==> config.mk <==
export PLATFORM = sky130hd
export DESIGN_NAME = sync_mod_counter
export DESIGN_NICKNAME = d
export VERILOG_FILES = /design/src/rtl/cnt_pkg.sv /design/src/rtl/tick_prescaler.sv /design/src/rtl/sync_mod_counter.sv
export SDC_FILE = /design/constraint.sdc
export NUM_CORES = 1
export LEC_CHECK = 0
export ABC_CLOCK_PERIOD_IN_PS = 2250
export BUFFER_PORTS_ARGS = -buffer_cell sky130_fd_sc_hd__buf_2
export CAP_MARGIN = 10
export CORE_UTILIZATION = 51
export CTS_CLUSTER_SIZE = 24
export DETAILED_ROUTE_END_ITERATION = 16
export PLACE_DENSITY = 0.78
export SYNTH_ARGS = -nofsm -noshare
export SYNTH_HDL_FRONTEND = slang
export SYNTH_SLANG_ARGS = --single-unit
==> constraint.sdc <==
create_clock -name clk -period 2.25 [get_ports clk]
set_input_delay 0.1125 -clock clk [delete_from_list [all_inputs] [get_ports clk]]
set_output_delay 0.1125 -clock clk [all_outputs]
set_load 0.005 [all_outputs]
==> src/rtl/cnt_pkg.sv <==
// Shared constants and helpers for the synchronous modulus counter.
// Exports direction/mode encodings and the load clamp function.
package cnt_pkg;

    // Direction encoding for up_dn
    localparam logic DIR_UP = 1'b1;
    localparam logic DIR_DN = 1'b0;

    // Range-end behaviour encoding for sat_mode
    localparam logic MODE_WRAP = 1'b0;
    localparam logic MODE_SAT  = 1'b1;

    // Widest counter the clamp helper supports; counters
    // narrower than this zero-extend into it.
    localparam int CNT_MAX_W = 32;

    // A loaded value above the terminal is pulled down to
    // the terminal so q never starts outside 0..mod_max.
    function automatic logic [CNT_MAX_W-1:0] clamp_load(
        input logic [CNT_MAX_W-1:0] val,
        input logic [CNT_MAX_W-1:0] max
    );
        return (val > max) ? max : val;
    endfunction

endpackage

==> src/rtl/tick_prescaler.sv <==
// Enable prescaler: emits a one-cycle tick every PRESCALE enabled cycles.
// Ports: clk, reset (sync, active-high), en, clr (phase clear), tick.
module tick_prescaler #(
    parameter int PRESCALE = 1
) (
    input  logic clk,
    input  logic reset,
    input  logic en,
    input  logic clr,
    output logic tick
);

    generate
        if (PRESCALE <= 1) begin : g_bypass
            // No phase to keep: every enabled cycle is a tick.
            assign tick = en;

            logic unused_ports;
            assign unused_ports = &{1'b0, clk, reset, clr};
        end else begin : g_div
            localparam int PC_W = $clog2(PRESCALE);
            localparam logic [PC_W-1:0] PC_LAST = PC_W'(PRESCALE - 1);

            logic [PC_W-1:0] pc;
            logic            last;

            assign last = (pc == PC_LAST);
            assign tick = en && last;

            // en low freezes the phase; clr restarts a full period.
            always_ff @(posedge clk) begin
                if (reset) begin
                    pc <= '0;
                end else if (clr) begin
                    pc <= '0;
                end else if (en) begin
                    pc <= last ? '0 : pc + PC_W'(1);
                end
            end
        end
    endgenerate

endmodule

==> src/rtl/sync_mod_counter.sv <==
// Synchronous up/down modulus counter with load, wrap/saturate and prescaler.
// Ports: clk, reset, en, up_dn, load, load_val, mod_max, sat_mode -> q, tc, wrap.
module sync_mod_counter
    import cnt_pkg::*;
#(
    parameter int WIDTH    = 4,
    parameter int PRESCALE = 1
) (
    input  logic             clk,
    input  logic             reset,
    input  logic             en,
    input  logic             up_dn,
    input  logic             load,
    input  logic [WIDTH-1:0] load_val,
    input  logic [WIDTH-1:0] mod_max,
    input  logic             sat_mode,
    output logic [WIDTH-1:0] q,
    output logic             tc,
    output logic             wrap
);

    logic             tick;
    logic             step;
    logic             at_top;
    logic             at_bot;
    logic             above;
    logic [WIDTH-1:0] load_clamped;
    logic [WIDTH-1:0] q_next;
    logic             wrap_next;

    tick_prescaler #(
        .PRESCALE (PRESCALE)
    ) u_pre (
        .clk   (clk),
        .reset (reset),
        .en    (en),
        .clr   (load),
        .tick  (tick)
    );

    // A load in the same cycle swallows the tick.
    assign step = tick && !load;

    // q above mod_max happens only when mod_max is lowered
    // at runtime; counting up treats it as the terminal.
    assign at_top = (q >= mod_max);
    assign at_bot = (q == '0);
    assign above  = (q > mod_max);

    assign load_clamped = WIDTH'(clamp_load(CNT_MAX_W'(load_val),
                                            CNT_MAX_W'(mod_max)));

    assign tc = step && ((up_dn == DIR_UP) ? at_top : at_bot);

    always_comb begin
        q_next    = q;
        wrap_next = 1'b0;
        if (load) begin
            q_next = load_clamped;
        end else if (step) begin
            if (up_dn == DIR_UP) begin
                if (!at_top) begin
                    q_next = q + WIDTH'(1);
                end else if (sat_mode == MODE_SAT) begin
                    q_next = mod_max;
                end else begin
                    q_next    = '0;
                    wrap_next = 1'b1;
                end
            end else begin
                if (above) begin
                    // Pull back into range; not a wrap event.
                    q_next = mod_max;
                end else if (at_bot) begin
                    if (sat_mode == MODE_SAT) begin
                        q_next = '0;
                    end else begin
                        q_next    = mod_max;
                        wrap_next = 1'b1;
                    end
                end else begin
                    q_next = q - WIDTH'(1);
                end
            end
        end
    end

    always_ff @(posedge clk) begin
        if (reset) begin
            q    <= '0;
            wrap <= 1'b0;
        end else begin
            q    <= q_next;
            wrap <= wrap_next;
        end
    end

endmodule

Word-level counts from Yosys, hierarchy flattened
Index checks and enable logic that the tools add are counted.

Register bits after elaboration: 5. Input bits: 14. Output and inout bits: 6. Logic and storage cells: 29.

Add/subtract/negate cells: 2. Order comparisons: 3. Muxes and demuxes: 15. Bitwise gates (word level): 1. Reductions and logical operators: 6.

Operator list (number): 4-bit 2-to-1 mux (9); 4-bit > comparator (2); 1-bit 2-to-1 mux (6); 4-bit by 1-bit adder with 4-bit output (second input constant) (1); 4-bit >= comparator (1); 4-bit zero test (1); 4-bit by 1-bit subtractor with 4-bit output (second input constant) (1); 3-bit OR reduction (1); 1-bit logical AND (2); 2-bit nonzero test (1); 1-bit zero test (1); 1-bit NOT (1).

Logic depth before layout (Yosys ltp)
Gate-level depths: netlist of the first run.

Word-level depth: 6. Depth in mapped cells: 8. Gate-level depth less buffers: 8.

Hierarchy
From an unflattened synthesis of the first run, not the netlist that was laid out.

Cell total of the unflattened synthesis: 104. Area, all modules: 772.0 µm².

By module, submodules not included: sync_mod_counter (instances 1, cells each 103, area an instance 764.5 µm², seq. area each 100.1 µm²); tick_prescaler (instances 1, cells each 1, area an instance 7.5 µm², seq. area each 0.0 µm²).

Least setup slack after synthesis of the first run
Ideal clock, no wire load.

Kind: register to register. Start point: register q[1]. End point: register q[1]. Arrival time: 1912 ps. Data required time: 2177 ps. Setup slack: 265 ps. Cell stages (with the launch flop): 8. Buffers on the path: 0. Clock period less this slack: 1985 ps. Path through: dfxtp_1 > ha_1 > nor2b_1 > o211ai_1 > a21oi_1 > or4_4 > o221a_1 > o211ai_2.

Longest elaborated chain between the ends: 6. Elaborated cells between the ends (all ways): 11. Those cells by class: add/sub: 2; order compare: 2; mux: 6; reduce/logical: 1.

RTL lines: from (decl) (RTL line sync_mod_counter.sv:17) `output logic [WIDTH-1:0] q,`; from (signal assigned) (RTL line sync_mod_counter.sv:93) `q <= q_next;`; 4-bit by 1-bit subtractor with 4-bit output / 4-bit zero test (equally long branches) (RTL line sync_mod_counter.sv:82, sync_mod_counter.sv:47); 4-bit 2-to-1 mux (RTL line sync_mod_counter.sv:74) `end else if (at_bot) begin`; 4-bit 2-to-1 mux (RTL line sync_mod_counter.sv:71) `if (above) begin`; 4-bit 2-to-1 mux (*) (RTL line sync_mod_counter.sv:61) `if (up_dn == DIR_UP) begin`; 4-bit 2-to-1 mux (*) (RTL line sync_mod_counter.sv:60) `end else if (step) begin`; 4-bit 2-to-1 mux (*) (RTL line sync_mod_counter.sv:58) `if (load) begin`.

Mark *: on every way between the ends. The rest lies on a longest branch, timed or not. The select of a mux whose other input is x is not followed. A chain may end at the register's enable or synchronous reset.

Final worst setup path of the first run
Ends and elaborated chain as after synthesis.

==> results.yml, run 1 <==
synthesis:
  synth_edf_count: 0
  synth.most_common_cell: "ha_1"
  syn_avg_cell_area_um2: 7.90
  synth-async-reset-ratio_pct: 0
  synth_top_area_cell: "ha_1"
  yosys-top-cells-area: "ha_1 17%, dfxtp_1 13%, a21oi_1 4.7%, a32oi_1 4.7%, nor3b_1 4.0%"
  synth_nets: 119
  ys_seq_area_share_pct: 13.3
  synth_cell_types: 40
  yosys-top-cells-count: "10 x ha_1, 7 x a21oi_1, 7 x inv_1"
  synth_flop_cell: "dfxtp_1"
  synth-seq-cells: 5
  syn_inst: 95
  ys.warnings.count: 0
  syn_area_um2: 751
  synth_top_area_share_pct: 16.7
critical_path:
  reg2reg_from: "q[1]"
  cp_data_arrival_time_ns: 2.25
  path_buf_inv: 0
  cp.depth: 7
  max_stage_delay_ns: 0.46
  worstPathMaxFanout: 6
  r2r-end: "q[1]"
  worstSetupStartpointType: "flop"
  crit_path_cell_trace: "ha_1 > nor2b_1 > o211ai_1 > a21oi_1 > or4_4 > o221a_1 > o211ai_2"
  crit_path_end_kind: "flop"
  cp_top_family: "compound AO/OA/AOI/OAI gates"
  worst-setup-path-type: "reg2reg"
  ff2ff_path_depth: 7
  crit_slowest_cell: "or4_4"
  ff2ff_setup_slack_ns: 0.18
  required_ns: 2.43
layout:
  n_antenna_cell: 0
  synthToLayoutAreaGrowth_pct: 20.7
  drive_gt1_share_pct: 26.7
  layout.nets: 145
sta:
  tightest_slew_ns: 0.468
  slew_violations: 0
  min_period_ns: 2.07
  tns_ns: 0
  worst_clock_skew_ns: 0.000517
  grt_setup_unrepaired: "no"
  setup_slack_ns: 0.178
  finalSetupViolCount: 0
  max_clock_freq_mhz: 483
  relSlewSlack_pct: 68.5
  finalHoldViolations: 0
  fin_crit_sh_pct: 92.1
power_and_ir_drop:
  power_density_mw_per_mm2: 560
  p_leak_nw: 0.421
  power_uw: 508
  ir_drop_mv: 0.274
hold_path:
  holdPathStages: 2
  min_from: "sat_mode"
  hp-class: "in2reg"
  min_to: "wrap"
drt:
  routed-via-count: 891
  drc_errors: 0
  ant_nets: 0
  dr.pass1.iters: 5
  wl_um: 2130
  viasPerCell: 6.60
  drt-wirelength-per-cell_um: 15.8
  dr.first_iter.drc_count: 42
clock_network:
  cts-resized-gates: 0
  cts_buffer_depth: 2
  cts_tree: "done"
  cts_sinks: 5
  postCtsSetupRepairBufs: 0
  numCtsBuffers: 3
  root_buffer: "clkbuf_4"
  hold_buffers: 0
  clk_latency_ns: 0.25
  htree_num_levels: 1
  clk_pin_slew_ns: 0.05
placed_design:
  dp_hpwl_um: 1660
  io_buffers: 19
  place_congestion: 0.923
  dp_slack_ns: 0.229
global_route:
  grt_pass1_wl_um: 3310
  grt_pass1_vias: 756
  grt_max_degree: 14
  grt_overflow: 0
  antenna_found_initial: 0
  grtUsageTotal_pct: 30.2
floorplan:
  core_mm2: 0.00133
  die-area_mm2: 0.00163
  num_rows: 13
  num_io_pins: 20
  die_x_um: 40.4
  start_util_pct: 56.3
  die_h_um: 40.4
job:
  drv_cap: 0
outcome:
  status: "finished, final reports clean"
registers in the layout, indices dropped and copies added, names as in the netlist:
name  count
wrap      1
q         4
cells by family (layout without fill, tap and decap cells):
group                    count (synthesis)  after routing  share of synthesized area, %
XOR/XNOR                                 2              2                          2.33
adder cells (fa/ha/maj)                 10             10                          16.7
AO/OA/AOI/OAI                           32             32                          32.2
flip-flops                               5              5                          13.3
AND/OR/NAND/NOR                         36             36                          28.7
multiplexers                             1              1                          1.33
buffers and inverters                    9             34                          5.50
where the power goes:
part / total (mW) / internal [mW] / switching [mW] / leakage, nW
registers: 0.107 / 0.100 / 0.00711 / 0.0412
clock network: 0.109 / 0.0674 / 0.0415 / 0.0150
logic: 0.291 / 0.128 / 0.164 / 0.364
total: 0.508 / 0.295 / 0.212 / 0.421
layer usage:
| layer | part of all wire (%) | track usage, % | up-vias |
|---|---|---|---|
| met5 | 0 | 0 | - |
| met4 | 1.1 | 11.7 | 0 |
| met3 | 8.3 | 1.67 | 5 |
| met2 | 48 | 51.2 | 53 |
| met1 | 42 | 39.3 | 411 |
| li1 | - | - | 422 |
layout make-up:
cell class              instances  area, um^2
multi-input cells              81         609
fillers                       116         428
repair buffers                 23         125
flip-flops and latches          5         100
clock buffers                   4        26.3
inverters                       7        26.3
well taps                      15        18.8
cell usage in the layout, fill, tap and decap left out, drive strengths merged, types with 3 or more instances in the layout:
cell type / synthesis / layout
o211ai: 5 / 5
nor2b: 3 / 3
clkbuf: 1 / 4
a32oi: 4 / 4
nor3: 4 / 4
inv: 7 / 7
a21oi: 7 / 7
nor3b: 4 / 4
o21ai: 3 / 3
nand2: 4 / 4
dfxtp: 5 / 5
buf: 1 / 23
ha: 10 / 10
nor2: 6 / 6
through the flow:
stage | util (%) | hold slack [ns] | cell area, um^2 | cells
floorplan | - | 0.191 | 751 | 95
global placement | 65.9 | 0.346 | 880 | 131
detailed placement | 65.9 | 0.345 | 880 | 131
CTS | 67.9 | 0.0854 | 906 | 135
global route | 67.9 | 0.0980 | 906 | 135
finish | 67.9 | 0.0996 | 906 | 135
worst max-delay path by stage:
stage | start | endpoint | slack (ns)
after floorplan | q[1] | q[1] | 0.27
final | q[1] | q[1] | 0.18
after CTS | q[1] | q[1] | 0.20
after global placement | mod_max[3] | q[2] | 0.23
after detailed placement | q[1] | q[1] | 0.23
after global routing | q[1] | q[0] | 0.06
Power figures use the tool's default switching activity.
==> inputs of run 2 (changes only) <==
Settings changed: CORE_MARGIN from default to 5.
==> run 2 against run 1 <==
Net effect:
- cell count unchanged
- critical path depth unchanged
- global-route usage down 13 points
- critical path type unchanged
- largest power group unchanged
- critical endpoint unchanged
==> results.yml, run 2 (synthesis gave the netlist of run 1 again) <==
outcome:
  status: "finished, final reports clean"
floorplan:
  core_mm2: 0.00135
  start_util_pct: 55.6
  num_rows: 13
  die_x_um: 48.4
  num_io_pins: 20
  die_h_um: 48.4
  die-area_mm2: 0.00234
clock_network:
  cts_tree: "done"
  cts_buffer_depth: 2
  cts_sinks: 5
  clk_latency_ns: 0.25
  root_buffer: "clkbuf_4"
  htree_num_levels: 1
  postCtsSetupRepairBufs: 0
  numCtsBuffers: 3
  clk_pin_slew_ns: 0.05
critical_path:
  ff2ff_path_depth: 7
  worst-setup-path-type: "reg2reg"
  reg2reg_from: "q[1]"
  r2r-end: "q[1]"
  worstSetupStartpointType: "flop"
  required_ns: 2.43
  cp_data_arrival_time_ns: 2.22
  ff2ff_setup_slack_ns: 0.21
  worstPathMaxFanout: 6
  crit_path_end_kind: "flop"
layout:
  n_antenna_cell: 0
  fin_util_pct: 67.1
  layout_common_cells: "19 x buf_2, 10 x ha_1, 7 x inv_1, 7 x a21oi_1, 6 x nor2_1"
  regMostFlops: "q"
  final_cells: 135
  drive_gt1_share_pct: 26.7
  fin_area_um2: 906
  largest_register_ff_count: 4
  synthToLayoutAreaGrowth_pct: 20.7
  layout.nets: 145
  fillers: 116
  layout_commonest_cell: "buf_2"
  reg.largest.list: "q x4, wrap x1"
drt:
  wl_met2_um: 934
  drc_errors: 0
  viasPerCell: 6.33
  wl_met1_um: 952
  wl_um: 2080
  dr.pass1.iters: 4
  routed-via-count: 855
  ant_nets: 0
  dr.first_iter.drc_count: 38
  drt-wirelength-per-cell_um: 15.4
  dr_wl_met3_um: 164
  top_layer: "met4"
power_and_ir_drop:
  p_leak_nw: 0.421
  power_density_mw_per_mm2: 559
  power_uw: 507
  ir_drop_mv: 0.292
global_route:
  grt_pass1_wl_um: 3410
  grtUsageTotal_pct: 17.7
  grt_pass1_vias: 788
  grt_max_degree: 14
  grt_overflow: 0
  antenna_found_initial: 0
sta:
  max_clock_freq_mhz: 490
  relSlewSlack_pct: 67.3
  grt_setup_unrepaired: "no"
  finalHoldViolations: 0
  slew_violations: 0
  fin_crit_sh_pct: 90.6
  tns_ns: 0
  worst_clock_skew_ns: 0.00498
  min_period_ns: 2.04
  tightest_slew_ns: 0.489
  finalSetupViolCount: 0
placed_design:
  place_congestion: 0.948
  dpl.cell_count: 131
  placed_cell_area_um2: 880
  dp_hpwl_um: 1690
  io_buffers: 19
hold_path:
  hp-class: "in2reg"
  min_to: "wrap"
  holdPathStages: 2
  min_from: "sat_mode"
job:
  drv_cap: 0
-- run 2: worst max path at each step --
stage	start	endpoint
4_1_cts	q[3]	q[2]
3_3_place_gp	mod_max[3]	q[2]
6_report	q[1]	q[1]
2_1_floorplan	q[1]	q[1]
3_5_place_dp	mod_max[3]	q[2]
5_1_grt	q[1]	q[1]
-- run 2: routing by layer --
| metal | vias to the layer above | GRT usage [%] |
|---|---|---|
| met3 | 4 | 3.06 |
| met2 | 40 | 27.6 |
| met5 | - | 0 |
| li1 | 421 | - |
| met1 | 390 | 22.6 |
| met4 | 0 | 9.68 |
-- run 2: per-stage QoR --
step / worst slack (ns) / hold WS [ns]
2_1_floorplan: 0.265 / 0.191
3_3_place_gp: 0.224 / 0.347
3_5_place_dp: 0.204 / 0.350
4_1_cts: 0.224 / 0.0813
5_1_grt: 0.0799 / 0.0908
6_report: 0.210 / 0.0903
-- run 2: final cells by class --
type / instances / area, um^2 / share of cell area [%]
clock buffers: 4 / 26.3 / 2.90
inverters: 7 / 26.3 / 2.90
multi-input cells: 81 / 609 / 67.3
flip-flops and latches: 5 / 100 / 11.0
well taps: 15 / 18.8 / 2.07
repair buffers: 23 / 125 / 13.8
-- run 2: worst max-delay path, stage by stage (launching register included) --
cell and delay [ns]:
dfxtp_1 0.31, ha_1 0.30, nor2b_1 0.15, o211ai_1 0.22
a21oi_1 0.20, or4_4 0.45, o221a_1 0.26, o211ai_2 0.06
-- run 2: repair_timing --
action	in CTS	in global routing
resized for setup	0	1
hold buffers	0	0
hold endpoints to repair	0	0
setup endpoints to repair	0	1
-- run 2: report_power, final --
part	internal [mW]	switching [mW]	total, mW
sequential	0.100	0.00795	0.108
clock	0.0675	0.0441	0.112
combinational	0.128	0.159	0.287
==> inputs of run 3 (changes only) <==
Settings changed: ABC_CLOCK_PERIOD_IN_PS 2250 to 2640, CORE_UTILIZATION 51 to 55, PLACE_DENSITY 0.78 to 0.83, RECOVER_POWER from default to 25.
Clock period 2.25 ns to 2.64 ns, I/O delays scaled along.
==> run 3 against run 2 <==
Net effect:
- critical path depth unchanged
- sequential cell count unchanged
- first-iteration DRC count down 39%
- global-route usage up 4.5 points
- maximum frequency down 11%
- clock-buffer cell count unchanged
==> results.yml, run 3 (synthesis gave the netlist of run 1 again) <==
outcome:
  status: "finished, final reports clean"
drt:
  wl_met2_um: 1020
  dr.first_iter.drc_count: 23
  wl_met1_um: 943
  routed-via-count: 837
  ant_nets: 0
  drt-wirelength-per-cell_um: 15.8
  viasPerCell: 6.39
  top_layer: "met3"
  drc_errors: 0
  dr_wl_met3_um: 107
  wl_um: 2070
  dr.pass1.iters: 4
layout:
  layout_common_cells: "17 x buf_2, 10 x ha_1, 7 x inv_1, 7 x a21oi_1, 6 x nor2_1"
  largest_register_ff_count: 4
  layout_commonest_cell: "buf_2"
  final_cells: 131
  layout.nets: 141
  n_antenna_cell: 0
  regMostFlops: "q"
  drive_gt1_share_pct: 22.4
  synthToLayoutAreaGrowth_pct: 16.3
  reg.largest.list: "q x4, wrap x1"
  fillers: 136
floorplan:
  die_x_um: 46.9
  die-area_mm2: 0.00220
  die_h_um: 46.9
  num_io_pins: 20
  core_mm2: 0.00130
  start_util_pct: 57.7
  num_rows: 13
power_and_ir_drop:
  ir_drop_mv: 0.238
  power_uw: 410
  p_leak_nw: 0.392
  power_density_mw_per_mm2: 470
critical_path:
  crit_slowest_cell: "or4_4"
  required_ns: 2.81
  worstSetupStartpointType: "flop"
  worst-setup-path-type: "reg2reg"
  max_stage_delay_ns: 0.46
  crit_path_cell_trace: "ha_1 > nor2b_1 > o211ai_1 > a21oi_1 > or4_4 > o221a_1 > o211ai_2"
  crit_path_end_kind: "flop"
  cp_data_arrival_time_ns: 2.46
  worstPathMaxFanout: 7
global_route:
  antenna_found_initial: 0
  grt_overflow: 0
  grt_max_degree: 14
  grtUsageTotal_pct: 22.2
  grt_pass1_vias: 812
  grt_pass1_wl_um: 3560
hold_path:
  hp-class: "in2reg"
sta:
  tightest_slew_ns: 0.438
  worst_clock_skew_ns: 0.00233
  min_period_ns: 2.29
  grt_setup_unrepaired: "no"
  finalSetupViolCount: 0
  tns_ns: 0
  hold_slack_ns: 0.146
  finalHoldViolations: 0
  max_clock_freq_mhz: 436
  slew_violations: 0
  fin_crit_sh_pct: 86.9
  relSlewSlack_pct: 70.8
clock_network:
  root_buffer: "clkbuf_4"
  htree_num_levels: 1
  cts-resized-gates: 0
  numCtsBuffers: 3
  clk_pin_slew_ns: 0.04
  cts_buffer_depth: 2
  hold_buffers: 0
  clk_latency_ns: 0.24
  postCtsSetupRepairBufs: 0
  cts_tree: "done"
  cts_sinks: 5
placed_design:
  io_buffers: 19
  place_congestion: 0.898
  dp_hpwl_um: 1680
  dpl.cell_count: 127
job:
  drv_cap: 0
-- run 3: final timing paths --
check / from / end / slack (ns) / depth (start not counted)
setup / recovery: q[1] / q[1] / 0.35 / 7
hold / removal: sat_mode / wrap / 0.15 / 2
setup reg to reg: q[1] / q[1] / 0.35 / 7
hold reg to reg: q[0] / q[0] / 0.69 / 2
-- run 3: layer usage --
metal  track usage (%)  up-vias
met1              28.4      394
met5                 0        -
met3              2.30        0
met2              37.4       30
met4              9.39        0
li1                  -      413
-- run 3: through the flow --
step / area, um^2 / utilization, % / setup slack, ns
after floorplan: 751 / - / 0.655
after CTS: 876 / 67.3 / 0.318
after global placement: 850 / 65.3 / 0.432
after global routing: 873 / 67.1 / 0.181
after detailed placement: 850 / 65.3 / 0.331
final: 873 / 67.1 / 0.345
-- run 3: area by class of cell --
cell class,instances,area (um^2),share of cell area [%]
clock buffer,4,26.3,3.01
inverter,7,26.3,3.01
multi-input combinational,81,609,69.8
sequential,5,100,11.5
tap,15,18.8,2.15
timing repair buffer,19,92.6,10.6
-- run 3: power by group --
group	switching, mW	internal, mW	total (mW)
combinational	0.119	0.0970	0.216
sequential	0.0220	0.0856	0.108
clock	0.0292	0.0570	0.0862
-- run 3: worst max-delay path: cells and delay by family (launching register included) --
kind | cells | cell delay, ns
DFF | 1 | 0.45
and+or+nand+nor | 2 | 0.62
AOI/OAI and AO/OA | 4 | 0.83
adders and majority gates | 1 | 0.31
